===== src/rtl/ice_pkg.sv =====
// ---------------------------------------------------------------------------
// ice_pkg
// Shared constants and helpers for the ICE board-level logic.
//   SYS_CLK_HZ     : system clock frequency in Hz
//   CYCLES_PER_MS  : system clock cycles in one millisecond (default timebase)
//   ch_state_e     : per-channel debounce state (input agrees / disagrees)
//   cnt_width()    : bits needed to hold values 0..max_val, never less than 1
// ---------------------------------------------------------------------------
package ice_pkg;

    localparam int SYS_CLK_HZ    = 20_000_000;
    localparam int CYCLES_PER_MS = SYS_CLK_HZ / 1000;

    typedef enum logic {
        CH_STABLE  = 1'b0,
        CH_PENDING = 1'b1
    } ch_state_e;

    // Equivalent to $clog2(max_val + 1) with a floor of one bit, so counters
    // whose limit is 0 or 1 still get a legal one-bit register.
    function automatic int cnt_width(input int max_val);
        int w;
        w = 1;
        while ((w < 31) && ((1 << w) <= max_val)) begin
            w = w + 1;
        end
        return w;
    endfunction

endpackage


===== src/rtl/debounce_ch.sv =====
// ---------------------------------------------------------------------------
// debounce_ch
// One debounce channel: two-flop synchroniser, debounce counter, long-press
// hold counter and registered edge pulses. Timing is measured in ms ticks
// supplied by the parent.
// Ports:
//   clk         in   system clock
//   reset       in   synchronous active-high reset
//   ms_tick     in   one-cycle pulse per millisecond (shared timebase)
//   din         in   raw asynchronous input (before optional inversion)
//   db_out      out  debounced level
//   rise        out  one-cycle pulse in the first cycle db_out reads 1
//   fall        out  one-cycle pulse in the first cycle db_out reads 0
//   long_press  out  one-cycle pulse once db_out has been high LONG_MS ticks
// ---------------------------------------------------------------------------
module debounce_ch
    import ice_pkg::*;
#(
    parameter int   DB_MS   = 5,
    parameter int   LONG_MS = 1000,
    parameter logic INVERT  = 1'b0
) (
    input  logic clk,
    input  logic reset,
    input  logic ms_tick,
    input  logic din,
    output logic db_out,
    output logic rise,
    output logic fall,
    output logic long_press
);

    localparam int DB_W   = cnt_width(DB_MS);
    localparam int HOLD_W = cnt_width(LONG_MS);

    localparam logic [DB_W-1:0]   DB_LAST  = DB_W'(DB_MS - 1);
    localparam logic [HOLD_W-1:0] HOLD_MAX = HOLD_W'(LONG_MS);
    localparam logic              LONG_EN  = (LONG_MS != 0);

    logic              sync1_q, sync1_d;
    logic              sync_q, sync_d;
    logic [DB_W-1:0]   db_cnt_q, db_cnt_d;
    logic              db_out_q, db_out_d;
    logic [HOLD_W-1:0] hold_cnt_q, hold_cnt_d;
    logic              rise_q, rise_d;
    logic              fall_q, fall_d;
    logic              long_q, long_d;
    ch_state_e         state;

    always_comb begin
        sync1_d    = din ^ INVERT;
        sync_d     = sync1_q;
        db_out_d   = db_out_q;
        db_cnt_d   = '0;
        hold_cnt_d = '0;
        long_d     = 1'b0;

        state = (sync_q != db_out_q) ? CH_PENDING : CH_STABLE;

        // Any cycle in which the synchronised input agrees with the output
        // clears the count, so a bounce restarts the full DB_MS window even
        // if a tick lands in that same cycle.
        unique case (state)
            CH_STABLE: begin
                db_cnt_d = '0;
            end
            CH_PENDING: begin
                db_cnt_d = db_cnt_q;
                if (ms_tick) begin
                    if (db_cnt_q == DB_LAST) begin
                        db_out_d = ~db_out_q;
                        db_cnt_d = '0;
                    end else begin
                        db_cnt_d = db_cnt_q + DB_W'(1);
                    end
                end
            end
        endcase

        // Saturating at HOLD_MAX means the equality below is seen only on
        // the one tick that reaches the limit: one pulse per press.
        if (db_out_q) begin
            hold_cnt_d = hold_cnt_q;
            if (ms_tick && (hold_cnt_q != HOLD_MAX)) begin
                hold_cnt_d = hold_cnt_q + HOLD_W'(1);
                long_d     = LONG_EN && (hold_cnt_d == HOLD_MAX);
            end
        end

        // Edge pulses are registered alongside db_out so they appear in the
        // same cycle the new level first shows on the output.
        rise_d = db_out_d & ~db_out_q;
        fall_d = ~db_out_d & db_out_q;
    end

    always_ff @(posedge clk) begin
        if (reset) begin
            sync1_q    <= 1'b0;
            sync_q     <= 1'b0;
            db_cnt_q   <= '0;
            db_out_q   <= 1'b0;
            hold_cnt_q <= '0;
            rise_q     <= 1'b0;
            fall_q     <= 1'b0;
            long_q     <= 1'b0;
        end else begin
            sync1_q    <= sync1_d;
            sync_q     <= sync_d;
            db_cnt_q   <= db_cnt_d;
            db_out_q   <= db_out_d;
            hold_cnt_q <= hold_cnt_d;
            rise_q     <= rise_d;
            fall_q     <= fall_d;
            long_q     <= long_d;
        end
    end

    assign db_out     = db_out_q;
    assign rise       = rise_q;
    assign fall       = fall_q;
    assign long_press = long_q;

endmodule


===== src/rtl/debounce_bank.sv =====
// ---------------------------------------------------------------------------
// debounce_bank
// Debounces NUM_CH raw board inputs against one shared millisecond timebase
// and reports per-channel level, rise/fall pulses and a long-press pulse.
// Ports:
//   clk         in   system clock
//   reset       in   synchronous active-high reset
//   db_in       in   [NUM_CH] raw asynchronous inputs
//   db_out      out  [NUM_CH] debounced levels (after active-low inversion)
//   rise        out  [NUM_CH] one-cycle pulse on db_out 0->1
//   fall        out  [NUM_CH] one-cycle pulse on db_out 1->0
//   long_press  out  [NUM_CH] one-cycle pulse after LONG_MS ms held high
//   ms_tick     out  one-cycle pulse every TICK_DIV cycles, for other blocks
// ---------------------------------------------------------------------------
module debounce_bank
    import ice_pkg::*;
#(
    parameter int          NUM_CH      = 4,
    parameter int          TICK_DIV    = CYCLES_PER_MS,
    parameter int          DB_MS       = 5,
    parameter int          LONG_MS     = 1000,
    parameter logic [31:0] INVERT_MASK = '0
) (
    input  logic              clk,
    input  logic              reset,
    input  logic [NUM_CH-1:0] db_in,
    output logic [NUM_CH-1:0] db_out,
    output logic [NUM_CH-1:0] rise,
    output logic [NUM_CH-1:0] fall,
    output logic [NUM_CH-1:0] long_press,
    output logic              ms_tick
);

    localparam int               PRE_W    = cnt_width(TICK_DIV - 1);
    localparam logic [PRE_W-1:0] PRE_LAST = PRE_W'(TICK_DIV - 1);

    if (TICK_DIV < 2) begin : g_bad_tick_div
        $error("debounce_bank: TICK_DIV must be at least 2");
    end
    if (DB_MS < 1) begin : g_bad_db_ms
        $error("debounce_bank: DB_MS must be at least 1");
    end
    if ((NUM_CH < 1) || (NUM_CH > 32)) begin : g_bad_num_ch
        $error("debounce_bank: NUM_CH must be within 1..32");
    end

    logic [PRE_W-1:0] pre_q, pre_d;

    // Free-running prescaler; it starts at 0 out of reset so the first tick
    // arrives TICK_DIV cycles later.
    always_comb begin
        pre_d = pre_q + PRE_W'(1);
        if (pre_q == PRE_LAST) begin
            pre_d = '0;
        end
    end

    always_ff @(posedge clk) begin
        if (reset) begin
            pre_q <= '0;
        end else begin
            pre_q <= pre_d;
        end
    end

    assign ms_tick = (pre_q == PRE_LAST);

    for (genvar i = 0; i < NUM_CH; i++) begin : g_ch
        debounce_ch #(
            .DB_MS   (DB_MS),
            .LONG_MS (LONG_MS),
            .INVERT  (INVERT_MASK[i])
        ) u_ch (
            .clk        (clk),
            .reset      (reset),
            .ms_tick    (ms_tick),
            .din        (db_in[i]),
            .db_out     (db_out[i]),
            .rise       (rise[i]),
            .fall       (fall[i]),
            .long_press (long_press[i])
        );
    end

endmodule


===== config.mk =====
export PLATFORM = sky130hd
export DESIGN_NAME = debounce_bank
export DESIGN_NICKNAME = d
export VERILOG_FILES = /design/src/rtl/ice_pkg.sv /design/src/rtl/debounce_ch.sv /design/src/rtl/debounce_bank.sv
export SDC_FILE = /design/constraint.sdc
export NUM_CORES = 1
export LEC_CHECK = 0
export ABC_AREA = 1
export CAP_MARGIN = 20
export CORE_MARGIN = 1
export CORE_UTILIZATION = 50
export CTS_BUF_LIST = sky130_fd_sc_hd__clkbuf_8
export DETAILED_ROUTE_END_ITERATION = 10
export GPL_TIMING_DRIVEN = 0
export PLACE_DENSITY = 0.68
export RECOVER_POWER = 50
export REMOVE_ABC_BUFFERS = 1
export SLEW_MARGIN = 15
export SYNTH_ARGS = -nofsm -noshare
export SYNTH_HDL_FRONTEND = slang
export SYNTH_SLANG_ARGS = --single-unit

===== constraint.sdc =====
create_clock -name clk -period 3.8 [get_ports clk]
set_clock_uncertainty 0.15 [all_clocks]
set_input_delay 0.76 -clock clk [delete_from_list [all_inputs] [get_ports clk]]
set_output_delay 0.76 -clock clk [all_outputs]
set_load 0.03 [all_outputs]

# After elaboration in Yosys (flattened, before gate mapping)
# Cells that the tools add are included.
[totals]
latchBits = 0
mem_bits_ro = 0
register_bits = 91
ram_bits = 0
output_inout_bits = 17
word_cells = 128
memories = 0
input_bits = 6
[op_classes]
div_mod_pow = 0
bitwise = 24
multipliers = 0
n_reduce_logical = 13
shifts = 0
mux = 28
n_eq_ne = 21
add_sub_neg = 9
order_cmp = 0
[ops]
columns = ["operator", "n"]
rows = [
  ["$add A10 B1 Y10 const B", 4],
  ["$eq A10 B10 Y1 const B", 4],
  ["$ne A10 B10 Y1 const B", 4],
  ["$mux W3", 8],
  ["$pmux W3 S2", 4],
  ["$mux W1", 16],
  ["$not A1 Y1", 16],
  ["$add A15 B1 Y15 const B", 1],
  ["$eq A15 B15 Y1 const B", 1],
  ["$add A3 B1 Y3 const B", 4],
  ["$eq A3 B3 Y1 const B", 4],
  ["$reduce_or A3 Y1", 4],
  ["$reduce_or A2 Y1", 5],
  ["$and A1 B1 Y1", 8],
  ["$ne A2 B2 Y1 const B", 3],
  ["$logic_and A1 B1 Y1", 4],
  ["$ne A1 B1 Y1", 4],
  ["$ne A2 B1 Y1 const B", 1],
]

# Logic depth before layout (Yosys ltp)
# Gate-level depths: netlist (run 1).
[depth]
depth_word = 6
ltp_mapped = 10
mapped_depth_nobuf = 10

# Cells and area by module
# From an unflattened synthesis (run 1), not the netlist that was laid out.
[hier_totals]
hier_cells = 651
hier_area_um2 = 4700.8
[modules_own_cells]
columns = ["mod", "seq_area_each_um2", "area_per_inst_um2", "n_inst", "cells_per_inst"]
rows = [
  ["debounce_ch", 380.4, 984.7, 4, 135],
  ["debounce_bank", 300.3, 762.0, 1, 111],
]

# Worst setup path before layout (run 1)
# Ideal clock, no wire load.
[synth_path]
kind = "register to output"
start = "reg pre_q[0]"
end = "out ms_tick"
required_time_ps = 2890
stages_incl_launch_ff = 6
arrival_ps = 1152
setup_slack_ps = 1738
n_path_buf = 0
cell_sequence = "dfxtp_1 > ha_1 > nand3_2 > nor2_4 > nand2_4 > clkinv_2"
[synth_via]
elab_chain_len = 1
[synth_lines]
columns = ["element", "line_no", "source"]
rows = [
  ["start, declared", "debounce_bank.sv:47", "logic [PRE_W-1:0] pre_q, pre_d;"],
  ["start signal, assigned", "debounce_bank.sv:62", "pre_q <= pre_d;"],
  ["$eq A15 B15 Y1", "debounce_bank.sv:66", "assign ms_tick = (pre_q == PRE_LAST);"],
  ["end, declared", "debounce_bank.sv:31", "output logic ms_tick"],
]
# Every way passes these cells.

# Worst setup path after layout (run 1)
# Ends and elaborated chain as after synthesis.

==> results of run 1 <==
-- placed cells by master, fill, tap and decap left out, types with 3 or more instances in the layout --
cell type,synthesis,layout
ha_1,17,17
nand4_1,13,13
nand3_1,62,64
nor3_1,11,12
nand3b_1,3,3
clkbuf_8,0,10
dfxtp_1,91,91
inv_1,109,111
dlygate4sd3_1,0,17
a21oi_1,37,37
nor2_4,5,4
xor2_1,17,17
o21ai_0,27,27
nand2_1,201,201
clkdlybuf4s50_1,0,5
nor2_1,128,129
bufinv_16,0,3
-- worst max-delay path by stage --
stage | slack, ns | end | start | depth (start not counted)
floorplan | 1.69 | ms_tick | pre_q[0] | 5
global placement | 0.32 | g_ch[1].u_ch.hold_cnt_q[4] | reset | 6
detailed placement | 0.26 | g_ch[1].u_ch.hold_cnt_q[4] | reset | 6
CTS | 0.42 | ms_tick | pre_q[0] | 6
global route | 0.23 | ms_tick | pre_q[0] | 6
finish | 0.40 | ms_tick | pre_q[0] | 6
-- worst max-delay path, stage by stage, from the launching register on --
cell and delay [ns]:
dfxtp_1 0.36, ha_1 0.20, nand3_1 0.21, nor2_4 0.21, nand2_4 0.22, clkinv_2 0.23, clkdlybuf4s50_1 0.70
-- routing by layer --
metal	vias up	wire length, um
met2	98	4809
li1	2389	-
met1	1990	4850
met5	-	0
met3	11	445
met4	0	126
-- power breakdown --
group / internal [mW] / switching (mW) / total [mW]
logic: 0.0120 / 0.0200 / 0.0321
registers: 0.959 / 0.00389 / 0.963
clock network: 0.450 / 0.330 / 0.781
-- final cells by class --
type / instances / area share, %
clock inverter: 6 / 1.924
inverter: 114 / 7.858
clock buffer: 10 / 2.520
timing repair buffer: 22 / 4.032
tap: 133 / 3.047
multi-input combinational: 538 / 47.26
sequential: 91 / 33.36
-- synth_stat cells, types with 5 or more instances --
cell     number
nor3_1       11
nand4_1      13
a21oi_1      37
dfxtp_1      91
nor2_1      128
inv_1       109
ha_1         17
nand3_1      62
buf_4        17
xor2_1       17
buf_2         6
nand2_1     201
nor2_4        5
o21ai_0      27
-- kinds of logic (layout without fill, tap and decap cells) --
kind of cell,after synthesis,after routing,share of synthesized area (%)
and+or+nand+nor,436,436,37.31
buffers and inverters,142,152,12.19
DFF,91,91,36.15
AOI/OAI and AO/OA,66,66,6.827
xor gates and xnor gates,19,19,3.302
adders and majority gates,17,17,4.220
-- registers in the layout (all words and copies together) (netlist names) --
| register | flops |
|---|---|
| g_ch.u_ch.db_cnt_q | 12 |
| g_ch.u_ch.db_out | 4 |
| g_ch.u_ch.fall | 4 |
| g_ch.u_ch.hold_cnt_q | 40 |
| g_ch.u_ch.long_press | 4 |
| g_ch.u_ch.rise | 4 |
| g_ch.u_ch.sync1_q | 4 |
| g_ch.u_ch.sync_q | 4 |
| pre_q | 15 |
-- through the flow --
stage / hold WS [ns] / std cells / utilization, % / total power, mW
floorplan: 0.2383 / 743 / - / 1.004
CTS: 0.2608 / 914 / 56.11 / 1.806
detailed placement: 0.2462 / 898 / 53.62 / 1.018
finish: 0.2596 / 914 / 55.88 / 1.776
global placement: 0.2448 / 898 / 53.62 / 1.017
global route: 0.2748 / 914 / 55.88 / 1.845
==> qor.yml, run 1 <==
run_status:
  status: "complete, no violations"
sta:
  final-hold-violation-count: 0
  rsz0062_at_grt: "false"
  min_period_over_period_pct: 89.56
  tns_ns: 0
  fin_crit_ns: 3.403
  worst_slew_pin_slew_ns: 0.8179
  slew_violations: 0
  report.final.setup_viol: 0
  max_freq_ghz: 0.2938
  fin_ws_ns: 0.3968
  max-slew-margin-rel_pct: 45.28
clock_tree:
  postCtsHoldBufs: 0
  htree_levels: 3
  clk_path_buf_depth: 2
  root_buffer: "clkbuf_8"
  postCtsSetupBuffers: 0
  ctsResizeCount: 0
  clk_latency_ns: 0.36
  cts_tree: "built"
  cts_sinks: 91
  clkTransAtPathRegs_ns: 0.09
  cts_made_buffers: 9
synthesis:
  ys_seq_area_share_pct: 36.15
  synthArstFlopShare_pct: 0
  yosys-top-cells-area: "dfxtp_1, nand2_1, nor2_1"
  synth_edf_count: 0
  synth_cells: 771
  ys.flop_type: "dfxtp_1"
  ys_ff_latch: 91
  syn_area_mm2: 0.005040
  synth_top_area_share_pct: 36.15
  synthDistinctLibCells: 32
  avgSynthCellArea_um2: 6.537
  yosysWarnings: 0
  synth_top_area_cell: "dfxtp_1"
floorplan:
  dieArea_mm2: 0.01048
  core_region_area_mm2: 0.009774
  ios: 23
  initial_core_util_pct: 51.56
  fp-row-count: 36
  die_h_um: 102.4
  die_w_um: 102.4
worst_hold_path:
  hp-start: "g_ch[1].u_ch.sync1_q"
  hold_path_depth: 2
  hp-class: "register to register"
  hold-path-endpoint: "g_ch[1].u_ch.sync_q"
critical_path:
  r2r_slack_ns: 1.19
  reg2reg_from: "pre_q[0]"
  critPathArrivalTime_ns: 2.49
  crit_fanout: 19
  crit_type: "register to primary output"
  critPathLaunchType: "register"
  required_ns: 2.89
  cp-end-kind: "primary output"
  reg2reg_depth: 6
  r2r_end: "g_ch[2].u_ch.hold_cnt_q[5]"
cells_and_area:
  area_delta_synth_final_pct: 8.366
  final_nets: 799
  layout-drive-gt1-share_pct: 3.841
  multi_input_area_mm2: 0.002581
  regArea_mm2: 0.001822
  antenna_cells: 0
  final_area_mm2: 0.005461
  fill_cells: 940
routing:
  dr.pass1.iters: 5
  wl_per_cell_um: 11.19
  ant_nets: 0
  routed_wl_um: 10230
  vias_per_cell: 4.910
  remaining_drc_errors: 0
  vias: 4488
  first_iter_violations: 281
global_routing:
  grt_pass1_wl_um: 17330
  grt_util_met1_pct: 25.16
  grt_pass1_vias: 4047
  grt.met3_usage_pct: 5.062
  met2_usage_pct: 36.14
  antenna_found_initial: 0
  grt_max_degree: 20
  globalRoute.busiestLayer: "met2"
  grt_remaining_overflow: 0
  grt_use_total_pct: 20.74
power:
  ir_drop_v: 0.0001947
  powerDensity_mw_per_mm2: 325.1
  p_leak_nw: 2.352
placed_design:
  post-dp-hpwl_um: 7172
  gp_congestion: 0.8528
  postPlaceCellArea_mm2: 0.005241
  io_buffers: 22
  dp_slack_ns: 0.2594
job:
  maxCapViolations: 0
Power figures use the tool's default switching activity.
==> run 2: changes to the inputs <==
CAP_MARGIN = default   (was 20)
==> results of run 2 <==
Final layout, timing and power as in run 1 (identical DEF).
==> run 3: changes to the inputs <==
CTS_CLUSTER_SIZE = 10   (was default)
==> results of run 3 <==
Final layout, timing and power as in run 1 (identical DEF).
